**src/rtl/regfile_rd2w1.sv**
```systemverilog
// ============================================================================
//  Module   : regfile_rd2w1
//  Purpose  : 8x16 CPU register file, one write port, two registered read
//             ports with request/valid/stall handshake and write bypass.
//  Revision : 1.0
// ============================================================================
`default_nettype none

module regfile_rd2w1 #(
   parameter int WIDTH   = 16,
   parameter int DEPTH   = 8,
   parameter int AW      = 3,
   parameter int ZERO_R0 = 1
) (
   input  logic             clk,
   input  logic             rst,
   input  logic             wen,
   input  logic [AW-1:0]    waddr,
   input  logic [WIDTH-1:0] wdata,
   input  logic             rd_req,
   input  logic [AW-1:0]    raddr0,
   input  logic [AW-1:0]    raddr1,
   input  logic             rd_stall,
   output logic [WIDTH-1:0] rdata0,
   output logic [WIDTH-1:0] rdata1,
   output logic             rvalid,
   output logic             rd_busy
);

   typedef enum logic [0:0] {
      S_EMPTY = 1'b0,
      S_HOLD  = 1'b1
   } state_t;

   state_t           r_state;
   logic [WIDTH-1:0] r_mem [DEPTH];
   logic [WIDTH-1:0] r_rdata0;
   logic [WIDTH-1:0] r_rdata1;

   logic             w_r0_hard;
   logic             w_wr_ok;
   logic [WIDTH-1:0] w_rd0;
   logic [WIDTH-1:0] w_rd1;

   generate
      if (ZERO_R0 != 0) begin : g_r0_hardwired
         assign w_r0_hard = 1'b1;
      end else begin : g_r0_normal
         assign w_r0_hard = 1'b0;
      end
   endgenerate

   assign w_wr_ok = wen & ~(w_r0_hard & (waddr == '0));

   always_ff @(posedge clk or posedge rst) begin
      if (rst) begin
         for (int i = 0; i < DEPTH; i++) begin
            r_mem[i] <= '0;
         end
      end else if (w_wr_ok) begin
         r_mem[waddr] <= wdata;
      end
   end

   // Read value seen at the accepting edge: hardwired r0, then same-cycle bypass
   always_comb begin
      w_rd0 = r_mem[raddr0];
      w_rd1 = r_mem[raddr1];
      if (w_wr_ok && (waddr == raddr0)) w_rd0 = wdata;
      if (w_wr_ok && (waddr == raddr1)) w_rd1 = wdata;
      if (w_r0_hard && (raddr0 == '0)) w_rd0 = '0;
      if (w_r0_hard && (raddr1 == '0)) w_rd1 = '0;
   end

   always_ff @(posedge clk or posedge rst) begin
      if (rst) begin
         r_state  <= S_EMPTY;
         r_rdata0 <= '0;
         r_rdata1 <= '0;
      end else begin
         case (r_state)
            S_EMPTY: begin
               if (rd_req) begin
                  r_rdata0 <= w_rd0;
                  r_rdata1 <= w_rd1;
                  r_state  <= S_HOLD;
               end
            end
            S_HOLD: begin
               // Stalled: held data ignores later writes to the same address
               if (!rd_stall) begin
                  if (rd_req) begin
                     r_rdata0 <= w_rd0;
                     r_rdata1 <= w_rd1;
                  end else begin
                     r_state <= S_EMPTY;
                  end
               end
            end
            default: r_state <= S_EMPTY;
         endcase
      end
   end

   assign rdata0  = r_rdata0;
   assign rdata1  = r_rdata1;
   assign rvalid  = (r_state == S_HOLD);
   assign rd_busy = rvalid & rd_stall;

endmodule

`default_nettype wire

```
**config.mk**
```make
export PLATFORM = sky130hd
export DESIGN_NAME = regfile_rd2w1
export DESIGN_NICKNAME = d
export VERILOG_FILES = /design/src/rtl/regfile_rd2w1.sv
export SDC_FILE = /design/constraint.sdc
export NUM_CORES = 1
export LEC_CHECK = 0
export BUFFER_PORTS_ARGS = -buffer_cell sky130_fd_sc_hd__buf_2
export CORE_MARGIN = 4
export CORE_UTILIZATION = 60
export DETAILED_ROUTE_END_ITERATION = 7
export PLACE_DENSITY_LB_ADDON = 0.25
export SYNTH_ARGS = -nofsm -noshare
export SYNTH_HDL_FRONTEND = slang
export SYNTH_SLANG_ARGS = --single-unit
```
**constraint.sdc**
```tcl
create_clock -name clk -period 8.4 [get_ports clk]
set_clock_uncertainty 0.1 [all_clocks]
set_input_delay 2.52 -clock clk [delete_from_list [all_inputs] [get_ports clk]]
set_output_delay 2.52 -clock clk [all_outputs]
set_load 0.005 [all_outputs]
```
==> results of run 1 <==
==> flip-flops by register name (all words and copies together) (netlist names) <==
| name | cells |
|---|---|
| r_mem | 128 |
| rdata0 | 16 |
| rvalid | 1 |
| rdata1 | 16 |
==> synthesized netlist by cell type, types with 2 or more instances <==
| cell | count | area [µm²] |
|---|---|---|
| nand2b_1 | 2 | 12.5 |
| mux4_2 | 64 | 1440 |
| nor4bb_1 | 2 | 20.0 |
| a22o_1 | 2 | 17.5 |
| nand2_1 | 89 | 334 |
| mux2i_1 | 30 | 300 |
| xor2_1 | 6 | 52.6 |
| clkbuf_1 | 42 | 158 |
| o221ai_1 | 28 | 245 |
| nand4b_1 | 3 | 26.3 |
| inv_1 | 15 | 56.3 |
| dfrtp_1 | 161 | 4030 |
| o21ai_0 | 56 | 280 |
| mux2_2 | 60 | 676 |
| o211ai_1 | 2 | 15.0 |
| buf_2 | 19 | 95.1 |
| nand3_1 | 2 | 10.0 |
| buf_1 | 2 | 7.51 |
| nor2_1 | 2 | 7.51 |
| nor4_2 | 2 | 25.0 |
| nor3_1 | 2 | 10.0 |
==> metal layers <==
metal	vias up	wire length [µm]
met3	30	1210
met2	202	9430
met5	-	0
met1	2754	8030
li1	2255	-
met4	0	314
==> final cells by class <==
cell class / instances / share of cell area, %
clock inverter: 10 / 1.50
inverter: 15 / 0.692
sequential: 161 / 45.5
multi-input combinational: 358 / 40.1
tap: 172 / 2.43
timing repair buffer: 73 / 4.41
clock buffer: 21 / 5.42
==> worst max path at each step <==
stage,from,endpoint
6_report,rd_stall,rd_busy
5_1_grt,rd_stall,rd_busy
4_1_cts,rd_stall,rd_busy
3_5_place_dp,rd_stall,rd_busy
3_3_place_gp,rd_stall,rd_busy
2_1_floorplan,rst,r_mem[0]
==> metrics by stage <==
step                      power (mW)  worst slack [ps]  instance area (µm²)
after floorplan                 1.32              1430                 7870
after global routing            2.35              2860                 8860
after CTS                       2.26              2880                 8860
final                           2.25              2880                 8860
after global placement          1.43              2890                 8250
after detailed placement        1.47              2890                 8250
==> worst max-delay path, delay by kind of cell <==
family | cells | cell delay [ps]
buffers and inverters | 2 | 220
and+or+nand+nor | 1 | 150
==> cell families after synthesis <==
kind of cell           share of synthesized area, %
flip-flops                                     51.2
AO/OA/AOI/OAI                                  7.31
buffers and inverters                          4.12
multiplexers                                   30.7
XOR/XNOR                                      0.668
AND/OR/NAND/NOR                                6.02
==> power groups by stage <==
stage          sequential, mW  combinational (mW)  clock, mW
6_report                 1.03               0.422      0.798
5_1_grt                  1.05               0.464      0.843
4_1_cts                  1.03               0.427      0.809
3_5_place_dp             1.04               0.425          0
3_3_place_gp             1.03               0.405          0
2_1_floorplan            1.01               0.308          0
==> results.toml, run 1 <==
[synth]
post_synth.cell_area_avg_um2 = 13.2
synth-async-reset-ratio_pct = 100
synth_cell_type_count = 28
synth_edf_count = 0
synth.cell_area_um2 = 7870
synth_top_flop_cell = "dfrtp_1"
synth.ff_latch_count = 161
synth-seq-area-share_pct = 51.2
number_of_warnings_issued_by_yosys = 0
synthesized_instance_count = 598
synth_fp_nets = 628

[clock_network]
cts_hold_repair.buffers = 0
numClockSinks = 161
post_cts_resize_count = 0
worstSkewPairLatency_ps = 430
cts-root-buf = "clkbuf_16"
clock_path_buffers = 2
cts.clk_slew.worst_paths_ps = 60
tritoncts = "yes"
postCtsSetupRepairBufs = 0
numCtsBuffers = 17
htree_num_levels = 4

[grt]
grt_pass1_wl_um = 30200
most_crowded_layer_after_global_routing = "met2"
met3_use_gr_pct = 5.53
grtUsageMet2_pct = 43.0
initial_antenna_violation_count = 0
grt_use_total_pct = 27.3
grtUsageMet1_pct = 38.9
grt_start_max_net_pins = 101
gr-total-overflow = 0
grt_pass1_vias = 5472

[die]
floorplan.core_area_um2 = 12700
die_h_um = 123
dieArea_um2 = 15000
placementRows = 41
floorplan.initialDensity_pct = 61.9
floorplan.die.width_um = 123
io-pin-count = 64

[pwr]
switching_share_pct = 26.4
reg_power_share_pct = 45.8
power.leakage_nw = 3.98
clock_power_share_pct = 35.4
internal-power_mw = 1.66
worst_ir_drop_vdd_v = 0.000160
share_comb_of_total_power_pct = 18.7
power.density_nw_per_um2 = 254
power.switching_uw = 595

[setup_path]
worstPathRequired_ps = 5780
crit_top_cell = "buf_2"
worstPathCellList = "buf_2 > and2_1 > buf_2"
rrSetupSlack_ps = 5910
worst_setup_path_start_kind = "input pin"
critical_path.max_stage_delay_ps = 150
criticalPathCategory = "in -> out"
rr_endpoint = "rdata0[4]"
critPathSlowestCell = "and2_1"
critPathMaxFanout = 2
worstPathArrival_ps = 2900
worst-r2r-cell-count = 4
timing.critical_path.to_type = "primary output"
r2r-start = "rvalid"

[layout]
leading_cell_type_in_the_layout_fill_and_taps_excluded = "dfrtp_1"
nFillCells = 910
insertedDiodeCount = 0
final_net_count = 656
multi_input_comb_area_um2 = 3550
areaGrowthSynthToFinish_pct = 12.5
mostFrequentLayoutCells = "dfrtp_1, nand2_1, mux4_2, buf_2, mux2_2"
sequential_cell_area_um2 = 4030
finalNonFillerCells = 810
postLayoutCoreUtil_pct = 69.6
drive_above_1_share_pct = 37.0

[route]
totalWireLength_um = 19000
detail-route-antenna-nets = 0
dr.pass1.iters = 5
route.detailed.drc = 0
wl_per_cell_um = 23.4
avgViaCountPerCell = 6.47
initial_drc_count = 616
vias = 5241

[sta]
timing.final.hold_violations = 0
setup-violations-final = 0
total_neg_setup_slack_ps = 0
final_period_demand_of_the_worst_path_ps = 5520
finalCritPeriodShare_pct = 65.7
worst_pin_slew_ps = 968
maxSlewHeadroom_pct = 35.4
final.hold.worst_slack_ps = 294
maxClockFrequency_mhz = 181
report.final.slew_viol_count = 0
grt_setup_unrepaired = "false"

[worst_hold_path]
hp-start = "r_mem[119]"
timing.hold.worst_path_depth = 0
holdCritPathClass = "reg -> reg"
worst_hold_path.endpoint = "r_mem[119]"

[placement]
dp_hpwl_um = 11100
io_buffer_count = 63
globalplace.congestion = 0.737
dp_cells = 779

[job]
drv.max_cap_violation_count = 0

[run_status]
status = "complete, no violations"
Note: power is estimated with default switching activity, not from simulation.
==> run 2, diff against run 1 <==
==> constraint.sdc (replaced) <==
create_clock -name clk -period 5.1 [get_ports clk]
set_clock_uncertainty 0.1 [all_clocks]
set_input_delay 1.53 -clock clk [delete_from_list [all_inputs] [get_ports clk]]
set_output_delay 1.53 -clock clk [all_outputs]
set_load 0.005 [all_outputs]
==> results.toml, run 2 (same netlist as run 1, synthesis figures left out) <==
[run_status]
status = "complete, no violations"

[die]
floorplan.initialDensity_pct = 61.9
floorplan.core_area_um2 = 12700
placementRows = 41
floorplan.die.width_um = 123
dieArea_um2 = 15000
io-pin-count = 64
die_h_um = 123

[clock_network]
cts_hold_repair.buffers = 0
postCtsSetupRepairBufs = 0
numCtsBuffers = 17
post_cts_resize_count = 0
clock_path_buffers = 2
cts-root-buf = "clkbuf_16"
tritoncts = "yes"
cts.clk_slew.worst_paths_ps = 60
numClockSinks = 161
worstSkewPairLatency_ps = 430
htree_num_levels = 4

[sta]
timing.final.hold_violations = 0
maxClockFrequency_mhz = 277
setup-violations-final = 0
report.final.slew_viol_count = 0
finalCritPeriodShare_pct = 70.7
total_neg_setup_slack_ps = 0
worst_pin_slew_ps = 1020
maxSlewHeadroom_pct = 32.0
grt_setup_unrepaired = "false"
final_period_demand_of_the_worst_path_ps = 3610
setup_ws_ps = 1490

[setup_path]
r2r-start = "rvalid"
path_delay_family = "simple AND/OR/NAND/NOR gates"
rr_endpoint = "rdata1[3]"
worstPathRequired_ps = 5250
critPathSlowestCell = "nand2b_1"
timing.critical_path.to_type = "register"
worstPathBufferInverterCount = 1
worstPathCellList = "buf_2 > xor2_1 > nor4_2 > nand2b_1 > o221ai_1"
critPathMaxFanout = 19
worstPathArrival_ps = 3750
critical_path.max_stage_delay_ps = 860
rrSetupSlack_ps = 2460
worst-r2r-cell-count = 4
worst_setup_path_start_kind = "input pin"
criticalPathCategory = "in -> reg"

[route]
dr.pass1.iters = 6
totalWireLength_um = 19800
detail-route-antenna-nets = 0
initial_drc_count = 566
route.detailed.drc = 0
avgViaCountPerCell = 6.74
wl_per_cell_um = 24.3
vias = 5482

[grt]
grt_use_total_pct = 28.3
grt_pass1_wl_um = 31100
grt_pass1_vias = 5467
grt_start_max_net_pins = 102
initial_antenna_violation_count = 0
gr-total-overflow = 0

[layout]
leading_cell_type_in_the_layout_fill_and_taps_excluded = "dfrtp_1"
finalNonFillerCells = 813
mostFrequentLayoutCells = "dfrtp_1, nand2_1, mux4_2, buf_2, mux2_2"
sequential_cell_area_um2 = 4030
drive_above_1_share_pct = 37.3
largest_register_ffs = 128
largest_register = "r_mem"
multi_input_comb_area_um2 = 3550
nFillCells = 885
insertedDiodeCount = 0
final_net_count = 659
areaGrowthSynthToFinish_pct = 13.0

[pwr]
power.density_nw_per_um2 = 422
worst_ir_drop_vdd_v = 0.000230
power.leakage_nw = 4.01

[placement]
io_buffer_count = 63
dp_hpwl_um = 11800
dp_cells = 782
globalplace.congestion = 0.829
dp_slack_ps = 1150

[worst_hold_path]
worst_hold_path.endpoint = "r_mem[123]"
hp-start = "r_mem[123]"
timing.hold.worst_path_depth = 0
holdCritPathClass = "reg -> reg"

[job]
drv.max_cap_violation_count = 0
==> run 2: cell types whose count changed in the layout (fill, tap and decap cells not counted), sizes merged <==
| cell | change |
|---|---|
| buf | +3 |
| bufinv | +1 |
| clkbuf | -2 |
| clkinv | +4 |
| clkinvlp | -2 |
| inv | -1 |
==> run 2: worst max path at each step <==
stage	startpoint	to	slack [ps]	cells after the start
4_1_cts	rd_stall	rd_busy	1560	3
6_report	raddr1[2]	rdata1[3]	1490	5
3_3_place_gp	raddr1[0]	rdata1[11]	1190	5
3_5_place_dp	raddr1[0]	rdata1[11]	1150	5
5_1_grt	raddr1[0]	rdata1[3]	1420	5
2_1_floorplan	rst	r_mem[0]	1430	1
==> run 2: power by group <==
part           total [mW]  internal (mW)  leakage, nW  switching, mW
Combinational       0.700          0.394         1.67          0.306
Sequential           1.72           1.52         2.03          0.192
Clock                1.34          0.836        0.312          0.503
==> run 2: layout make-up <==
class                   count  share of cell area [%]
clock buffers              19                    5.09
clock inverters            12                    1.84
inverters                  15                   0.675
multi-input cells         358                    39.9
flip-flops and latches    161                    45.3
well taps                 172                    2.42
repair buffers             76                    4.78
==> run 2: routing by layer <==
metal | part of all wire [%] | GRT usage (%) | wire, µm | up-vias
met2 | 48 | 43.5 | 9530 | 304
met3 | 8.5 | 6.73 | 1680 | 40
met4 | 2.4 | 10.8 | 469 | 0
met1 | 41 | 40.0 | 8080 | 2869
li1 | - | - | - | 2269
met5 | 0 | 0 | 0 | -
==> run 2: metrics by stage <==
step / hold slack, ps / power [mW] / area [µm²] / utilization [%]
2_1_floorplan: 341 / 2.17 / 7880 / -
3_3_place_gp: 278 / 2.37 / 8280 / 65.1
3_5_place_dp: 285 / 2.42 / 8280 / 65.1
4_1_cts: 298 / 3.77 / 8900 / 69.9
5_1_grt: 307 / 3.92 / 8900 / 69.9
6_report: 296 / 3.75 / 8900 / 69.9
==> run 3, diff against run 2 <==
--- a/config.mk
+++ b/config.mk
@@ -7,7 +7,7 @@
 export LEC_CHECK = 0
 export BUFFER_PORTS_ARGS = -buffer_cell sky130_fd_sc_hd__buf_2
 export CORE_MARGIN = 4
-export CORE_UTILIZATION = 60
+export CORE_UTILIZATION = 54
 export DETAILED_ROUTE_END_ITERATION = 7
 export PLACE_DENSITY_LB_ADDON = 0.25
 export SYNTH_ARGS = -nofsm -noshare
==> constraint.sdc (replaced) <==
create_clock -name clk -period 3 [get_ports clk]
set_clock_uncertainty 0.1 [all_clocks]
set_input_delay 0.9 -clock clk [delete_from_list [all_inputs] [get_ports clk]]
set_output_delay 0.9 -clock clk [all_outputs]
set_load 0.005 [all_outputs]
==> results.toml, run 3 (same netlist as run 1, synthesis figures left out) <==
[run_status]
status = "complete, no violations"

[layout]
leading_cell_type_in_the_layout_fill_and_taps_excluded = "dfrtp_1"
largest_register_ffs = 128
final_net_count = 675
areaGrowthSynthToFinish_pct = 14.9
mostFrequentLayoutCells = "dfrtp_1, nand2_1, mux4_2, buf_2, mux2_2"
largest_register = "r_mem"
summed_area_of_non_filler_cells_in_the_final_layout_um2 = 9050
insertedDiodeCount = 0
drive_above_1_share_pct = 38.9

[die]
placementRows = 43
floorplan.die.width_um = 129
die_h_um = 129
io-pin-count = 64
floorplan.core_area_um2 = 14100
dieArea_um2 = 16600
floorplan.initialDensity_pct = 55.8

[route]
route.detailed.drc = 0
initial_drc_count = 457
avgViaCountPerCell = 6.30
dr.pass1.iters = 5
vias = 5282
wl_per_cell_um = 23.3
detail-route-antenna-nets = 0
totalWireLength_um = 19500

[sta]
finalCritPeriodShare_pct = 75.8
maxSlewHeadroom_pct = 62.2
timing.final.hold_violations = 0
report.final.slew_viol_count = 0
grt_setup_unrepaired = "false"
setup-violations-final = 0
maxClockFrequency_mhz = 440
setup_ws_ps = 725
final_period_demand_of_the_worst_path_ps = 2270
worst_pin_slew_ps = 567

[clock_network]
tritoncts = "yes"
postCtsSetupRepairBufs = 0
clock_path_buffers = 2
cts-root-buf = "clkbuf_16"
post_cts_resize_count = 0
worstSkewPairLatency_ps = 430
htree_num_levels = 4
cts.clk_slew.worst_paths_ps = 60
numClockSinks = 161
cts_hold_repair.buffers = 0
numCtsBuffers = 17

[placement]
io_buffer_count = 63
post_dp_cell_area_um2 = 8450
dp_slack_ps = 373
dp_hpwl_um = 12400
globalplace.congestion = 0.804

[setup_path]
rrSetupSlack_ps = 1160
criticalPathCategory = "in -> out"
worst-r2r-cell-count = 4
critical_path.startpoint = "rd_stall"
crit_top_cell = "buf_2"
worstPathArrival_ps = 1270
cp-endpoint = "rd_busy"
r2r-start = "r_mem[47]"
critical_path.max_stage_delay_ps = 150
worst_setup_path_start_kind = "input pin"
critPathMaxFanout = 2
timing.critical_path.to_type = "primary output"
critPathSlowestCell = "and2_1"
worstPathRequired_ps = 2000
worstPathCellList = "buf_2 > and2_1 > buf_2"
rr_endpoint = "rdata0[15]"

[job]
drv.max_cap_violation_count = 0

[pwr]
worst_ir_drop_vdd_v = 0.000461
power.density_nw_per_um2 = 697
power.leakage_nw = 4.08

[grt]
grt_use_total_pct = 25.0
grt_pass1_wl_um = 31200
gr-total-overflow = 0
grt_pass1_vias = 5613
grt_start_max_net_pins = 104
initial_antenna_violation_count = 0

[worst_hold_path]
timing.hold.worst_path_depth = 0
holdCritPathClass = "reg -> reg"
## run 3: through the flow
stage | instances | utilization, % | setup TNS [ps] | power [mW] | hold WS (ps)
after floorplan | 598 | - | -6900 | 3.69 | 341
after global placement | 806 | 59.9 | 0 | 4.06 | 277
after detailed placement | 806 | 59.9 | 0 | 4.14 | 284
after CTS | 838 | 64.2 | 0 | 6.33 | 298
after global routing | 838 | 64.2 | 0 | 6.59 | 306
final | 838 | 64.2 | 0 | 6.30 | 294
## run 3: worst max-delay path: cells and delay by family
kind,cells,cell delay [ps]
buf+inv,2,220
simple gates,1,150
## run 3: area by class of cell
type                    instances  area, µm²
well taps                     180        225
fillers                      1062       5050
inverters                      15       60.1
flip-flops and latches        161       4030
multi-input cells             358       3550
clock inverters                12        133
clock buffers                  20        467
repair buffers                 92        583
## run 3: worst min path at each step
stage	startpoint	endpoint	slack [ps]
3_5_place_dp	r_mem[112]	r_mem[112]	280
5_1_grt	r_mem[123]	r_mem[123]	310
2_1_floorplan	r_mem[112]	r_mem[112]	340
3_3_place_gp	r_mem[125]	r_mem[125]	280
6_report	r_mem[117]	r_mem[117]	290
4_1_cts	r_mem[115]	r_mem[115]	300
## run 3: per-layer routing
metal,track usage (%),wire length (µm),up-vias
met3,6.85,1280,36
met4,7.84,383,0
met5,0,0,-
li1,-,-,2308
met1,31.6,7740,2721
met2,42.3,10100,217
## run 3: power by group
part           total (mW)  internal, mW  switching, mW
Sequential           2.91          2.59          0.322
Combinational        1.21         0.690          0.516
Clock                2.19          1.29          0.894
Total                6.30          4.57           1.73
